===== src/rtl/alu_pkg.sv =====
// Shared types and constants for the arbitrated ALU front end.
package alu_pkg;

  typedef enum logic [1:0] {
    OP_ADD = 2'b00,
    OP_SUB = 2'b01,
    OP_AND = 2'b10,
    OP_OR  = 2'b11
  } op_e;

  localparam int FLAG_N = 3;
  localparam int FLAG_Z = 2;
  localparam int FLAG_C = 1;
  localparam int FLAG_V = 0;

  typedef enum logic [1:0] {
    IDLE = 2'b00,
    EXEC = 2'b01,
    RESP = 2'b10
  } arb_state_e;

endpackage


===== src/rtl/alu.sv =====
// Shared combinational ALU: ADD/SUB/AND/OR with {N,Z,C,V} flags.
// Zero latency, no flow control; the caller registers inputs and outputs.
module alu
  import alu_pkg::*;
#(
  parameter int Bits = 5
) (
  input  logic [Bits-1:0] InA,
  input  logic [Bits-1:0] InB,
  input  op_e             Control,
  output logic [Bits-1:0] Result,
  output logic [3:0]      Flags
);

  logic [Bits-1:0] b_eff;
  logic [Bits:0]   sum;
  logic            is_sub;
  logic            is_arith;

  always_comb begin
    is_sub   = (Control == OP_SUB);
    is_arith = (Control == OP_ADD) || is_sub;
    // SUB runs through the same adder as A + ~B + 1 so carry means A >= B.
    b_eff    = is_sub ? ~InB : InB;
    sum      = {1'b0, InA} + {1'b0, b_eff} + {{Bits{1'b0}}, is_sub};

    case (Control)
      OP_AND:  Result = InA & InB;
      OP_OR:   Result = InA | InB;
      default: Result = sum[Bits-1:0];
    endcase

    Flags         = 4'b0000;
    Flags[FLAG_N] = Result[Bits-1];
    Flags[FLAG_Z] = ~|Result;
    Flags[FLAG_C] = is_arith & sum[Bits];
    Flags[FLAG_V] = is_arith & (InA[Bits-1] == b_eff[Bits-1]) &
                    (Result[Bits-1] != InA[Bits-1]);
  end

endmodule


===== src/rtl/alu_arbiter.sv =====
// Round-robin two-requester front end to one ALU; accept-to-response 2 cycles.
// One op in flight; rsp_ready low holds RESP and keeps both req_ready at 0.
module alu_arbiter
  import alu_pkg::*;
#(
  parameter int Bits = 5
) (
  input  logic            clk,
  input  logic            rst,
  input  logic            req0_valid,
  output logic            req0_ready,
  input  logic [Bits-1:0] req0_a,
  input  logic [Bits-1:0] req0_b,
  input  logic [1:0]      req0_op,
  input  logic            req1_valid,
  output logic            req1_ready,
  input  logic [Bits-1:0] req1_a,
  input  logic [Bits-1:0] req1_b,
  input  logic [1:0]      req1_op,
  output logic            rsp_valid,
  input  logic            rsp_ready,
  output logic            rsp_id,
  output logic [Bits-1:0] rsp_result,
  output logic [3:0]      rsp_flags
);

  arb_state_e      state_q;
  logic            last_grant_q;
  logic [Bits-1:0] a_q, b_q;
  op_e             op_q;
  logic            id_q;
  logic            rsp_valid_q;
  logic            rsp_id_q;
  logic [Bits-1:0] rsp_result_q;
  logic [3:0]      rsp_flags_q;

  logic            grant_d;
  logic [Bits-1:0] a_d, b_d;
  op_e             op_d;
  logic            hs;
  logic [Bits-1:0] alu_result;
  logic [3:0]      alu_flags;

  // Only registered state feeds req_ready, keeping rsp_ready off this path.
  always_comb begin
    grant_d    = (req0_valid && req1_valid) ? ~last_grant_q : req1_valid;
    req0_ready = (state_q == IDLE) && req0_valid && !grant_d;
    req1_ready = (state_q == IDLE) && req1_valid && grant_d;
    hs         = req0_ready || req1_ready;
    a_d        = grant_d ? req1_a : req0_a;
    b_d        = grant_d ? req1_b : req0_b;
    op_d       = op_e'(grant_d ? req1_op : req0_op);
  end

  alu #(
    .Bits(Bits)
  ) u_alu (
    .InA    (a_q),
    .InB    (b_q),
    .Control(op_q),
    .Result (alu_result),
    .Flags  (alu_flags)
  );

  always_ff @(posedge clk) begin
    if (rst) begin
      state_q      <= IDLE;
      last_grant_q <= 1'b1;
      a_q          <= '0;
      b_q          <= '0;
      op_q         <= OP_ADD;
      id_q         <= 1'b0;
      rsp_valid_q  <= 1'b0;
      rsp_id_q     <= 1'b0;
      rsp_result_q <= '0;
      rsp_flags_q  <= 4'b0000;
    end else begin
      case (state_q)
        IDLE: begin
          if (hs) begin
            a_q          <= a_d;
            b_q          <= b_d;
            op_q         <= op_d;
            id_q         <= grant_d;
            last_grant_q <= grant_d;
            state_q      <= EXEC;
          end
        end
        EXEC: begin
          rsp_result_q <= alu_result;
          rsp_flags_q  <= alu_flags;
          rsp_id_q     <= id_q;
          rsp_valid_q  <= 1'b1;
          state_q      <= RESP;
        end
        RESP: begin
          if (rsp_ready) begin
            rsp_valid_q <= 1'b0;
            state_q     <= IDLE;
          end
        end
        default: state_q <= IDLE;
      endcase
    end
  end

  assign rsp_valid  = rsp_valid_q;
  assign rsp_id     = rsp_id_q;
  assign rsp_result = rsp_result_q;
  assign rsp_flags  = rsp_flags_q;

endmodule


===== config.mk =====
export PLATFORM = sky130hd
export DESIGN_NAME = alu_arbiter
export DESIGN_NICKNAME = d
export VERILOG_FILES = /design/src/rtl/alu_pkg.sv /design/src/rtl/alu.sv /design/src/rtl/alu_arbiter.sv
export SDC_FILE = /design/constraint.sdc
export NUM_CORES = 1
export LEC_CHECK = 0
export BUFFER_PORTS_ARGS = -buffer_cell sky130_fd_sc_hd__buf_2
export CAP_MARGIN = 5
export CORE_MARGIN = 3
export CORE_UTILIZATION = 55
export DETAILED_ROUTE_END_ITERATION = 8
export PLACE_DENSITY = 0.83
export SYNTH_ARGS = -nofsm -noshare
export SYNTH_HDL_FRONTEND = slang
export SYNTH_SLANG_ARGS = --single-unit
export TNS_END_PERCENT = 5

===== constraint.sdc =====
create_clock -name clk -period 6.1 [get_ports clk]
set_input_delay 0.61 -clock clk [delete_from_list [all_inputs] [get_ports clk]]
set_output_delay 0.61 -clock clk [all_outputs]
set_load 0.02 [all_outputs]

==> results by stage <==
Placement:
- The instance area after placement is 1680 sq um.
- Once detailed placement completed, the half-perimeter wirelength came to approximately 2400 um.
- The worst setup slack after placement is 3.67 ns.
- At the end of routability-driven placement, the weighted congestion stood at 0.841.
- The number of I/O port buffers is 41.

Setup path:
- The largest driver fanout on the critical path is 11.
- The number of buffers and inverters on the critical path is 0.
- The arrival time reported for the critical path endpoint is 2.68 ns.
- The setup check on the worst reg-to-reg path leaves a slack of ~3.7 ns.
- The biggest cell delay along the critical path is 0.57 ns.
- The required time at the worst-slack endpoint is between 6 and 7 ns.
- The critical path is of the flip-flop to flip-flop type.
- The family with the most delay on the worst path is compound AO/OA/AOI/OAI gates.
- The largest individual stage delay along the critical path comes from the cell dfxtp_1.
- The startpoint class of the critical path is a flip-flop.
- The type of destination of the critical path is a flip-flop.
- Walking the worst path, the cells encountered are nand2b_2 -> xnor2_1 -> ha_1 -> a21oi_2 -> o31ai_4 -> a2111oi_1 -> a211oi_2 -> a211oi_1.

Logic synthesis:
- The unique cell type count in the Yosys netlist is 42.
- The number of instances in the synthesized netlist is 170.
- The primary flip-flop cell chosen by synthesis mapping is dfxtp_1.
- The average instance in the mapped netlist occupies roughly 9 sq um.
- In this run, synthesis produced a sequential element count of 26.
- In this run the cell area of the synthesized design comes to 1510 sq um.
- The share of the Yosys chip area taken by registers is 0.346.
- The proportion of register bits with asynchronous set or reset after synthesis is 0.
- The post-synthesis net count is about 210.
- During synthesis, Yosys emitted a total of 0 warnings.
- The number of flops mapped to enable cells by yosys is 0.

Timing:
- After layout, the worst setup slack is 3.68 ns.
- The hold violation total from the final report was 0.
- Setup repair after global routing left no endpoint under its margin.
- Based on the critical path, the design can be clocked at up to 413 MHz.
- Clock skew on the completed layout was measured at 0.00511 ns.
- For the pin with the worst max-slew slack, the measured transition is slightly below 0.9 ns.
- The final critical-path required period is between 2 and 2.5 ns.
- In the finished design, the share of the clock period the worst path needs comes to 0.397.
- The worst pin sits at a relative slew slack of 0.418.
- Summed over all failing endpoints, the final setup total negative slack is 0 ns.
- The max-slew violation count is 0.
- The total setup violations reported at the end of the flow is 0.

Detailed routing:
- The first TritonRoute pass finished after 4 iterations.
- Once detail routing completed, the nets flagged for antenna violations numbered 0.
- Wires add up to roughly 3000 um.
- The total number of vias is around 1300.
- In the final routed layout, each cell accounts on average for 13.1 um.
- The detail-routed via count per cell is around 5.5.
- After the first detailed-routing iteration, the DRC count stood at 22.
- After detailed routing, the number of remaining DRC violations is 0.

Global routing:
- The first global-routing pass estimated between 5000 and 6000 um of wire.
- The overall routing resource usage is 0.197.
- For this run the aggregate overflow at the end of global routing stands at 0.
- The largest net degree at the start of global routing is 28.
- The number of antenna violations at the first check in global routing is 0.
- The number of global-route vias before repair is 1220.

Final layout:
- The multi-input combinational cells in the finished layout cover a total of a little under 900 sq um.
- The final instance area is 1730 sq um.
- The net count of the finished layout is between 200 and 250.
- Relative to the synthesized area, the layout overhead comes to 15.2%.
- 0 antenna diodes ended up in the layout.
- The register cell area after layout is between 500 and 600 sq um.
- Counting the fill cells in the layout gives 216.
- In the final layout, the share of cells above drive strength 1 is 0.266.

Job:
- The tool flagged a number of max-cap violations equal to 0.

Power and ir drop:
- In this run the static leakage power is ~0.77 nW.
- The design draws 0.498 mW.
- Across the VDD grid, the largest voltage drop is 0.000187 V.
- Dividing total power by cell area gives a power density of 287 nW/um^2.

Clock network:
- For this design, the sink count on the clock tree is 26.
- The number of gates resized after cts is 0.
- The number of levels the H-tree was split into is 1.
- After clock tree synthesis, the clock-pin slew on the worst setup and hold paths is 0.15 ns.
- The number of buffers added to fix hold violations after cts is 0.
- The largest buffer count on any clock path is 2.
- The clock tree from TritonCTS is yes.
- The CTS buffer count is 3.
- The root buffer cell is clkbuf_4.
- The number of setup buffers added after CTS is 0.
- The insertion delay of the later-clocked pin in the worst-skew pair is 0.33 ns.

Floorplanning:
- The total area inside the core boundary comes to between 2000 and 3000 sq um.
- The number of rows created at floorplan is 18.
- The starting density of the core is 0.591.
- The die covers roughly 3400 sq um.
- Measured along the y axis, the die boundary spans 58.3 um.
- During I/O placement, the number of pins put on the boundary was 42.
- The width of the die is 58.3 um.

Worst hold path:
- In this run the worst hold path is classified as flip-flop to flip-flop.

Status:
- The run finished with clean final reports.
[cell usage in the layout, fill, tap and decap left out, types with 7 or more instances in the layout]
| cell type | Yosys | routed |
|---|---|---|
| buf_2 | 2 | 41 |
| nand2_1 | 11 | 11 |
| a211oi_1 | 14 | 14 |
| nor2_1 | 23 | 23 |
| a21oi_1 | 11 | 11 |
| dfxtp_1 | 26 | 26 |
| ha_1 | 7 | 7 |
| mux2i_1 | 15 | 15 |
[kinds of logic (layout without fill, tap and decap cells)]
kind of cell | count (synthesis) | after routing | synth area share
flops | 26 | 26 | 0.346
simple gates | 50 | 50 | 0.152
xor+xnor | 7 | 7 | 0.0407
mux | 15 | 15 | 0.0997
compound gates | 42 | 42 | 0.208
buf+inv | 19 | 52 | 0.0615
fa+ha+maj | 11 | 11 | 0.0923
[registers in the layout, summed over array words and instances, names as in the netlist]
signal / cells
a_q: 5
b_q: 5
rsp_result: 5
rsp_flags: 3
op_q: 2
state_q: 2
id_q: 1
last_grant_q: 1
rsp_id: 1
rsp_valid: 1
[Yosys cell counts, drive strengths merged, types with 2 or more instances]
cell | n | area (sq um)
o21ai | 3 | 15.0
nor2 | 23 | 86.3
nand2b | 2 | 15.0
clkbuf | 5 | 18.8
nand2 | 11 | 41.3
maj3 | 3 | 31.3
nor2b | 5 | 31.3
a21oi | 12 | 63.8
mux2i | 15 | 150
ha | 7 | 87.6
dfxtp | 26 | 521
xnor2 | 5 | 43.8
xor2 | 2 | 17.5
nor3 | 5 | 25.0
inv | 7 | 26.3
buf | 7 | 47.5
a211oi | 15 | 118
[power by group]
part	internal (mW)	total, mW	switching, mW
sequential	0.188	0.209	0.0203
combinational	0.0724	0.168	0.0957
clock	0.0665	0.121	0.0543
total	0.327	0.498	0.170
[per-stage QoR]
step / utilization / instances / hold slack (ns)
floorplan: - / 170 / 0.432
global placement: 0.661 / 229 / 0.438
detailed placement: 0.661 / 229 / 0.443
CTS: 0.681 / 233 / 0.462
global route: 0.681 / 233 / 0.494
finish: 0.681 / 233 / 0.459
[final cells by class]
| cell class | count | share of cell area |
|---|---|---|
| multi-input cells | 125 | 0.514 |
| clock buffers | 3 | 0.0130 |
| repair buffers | 41 | 0.118 |
| well taps | 30 | 0.0216 |
| inverters | 7 | 0.0152 |
| clock inverters | 1 | 0.0173 |
| flip-flops and latches | 26 | 0.300 |
[worst paths after layout]
| kind | from | to | cells after the start |
|---|---|---|---|
| worst max-delay path | op_q[1] | rsp_result[3] | 8 |
| worst min-delay path | rsp_id | rsp_id | 2 |
| worst max register to register | op_q[1] | rsp_result[3] | 8 |
| worst min register to register | rsp_id | rsp_id | 2 |
[worst min-delay path, delay by kind of cell (launching register included)]
kind	cells	cell delay, ns
flops	1	0.33
simple gates	1	0.05
compound gates	1	0.05
[per-layer routing]
layer	part of all wire	vias to the layer above	GRT usage
met5	0	-	0
met4	0.020	0	0.0762
met3	0.052	7	0.0329
met2	0.49	38	0.349
met1	0.43	567	0.235
li1	-	668	-
Power figures use the tool's default switching activity.
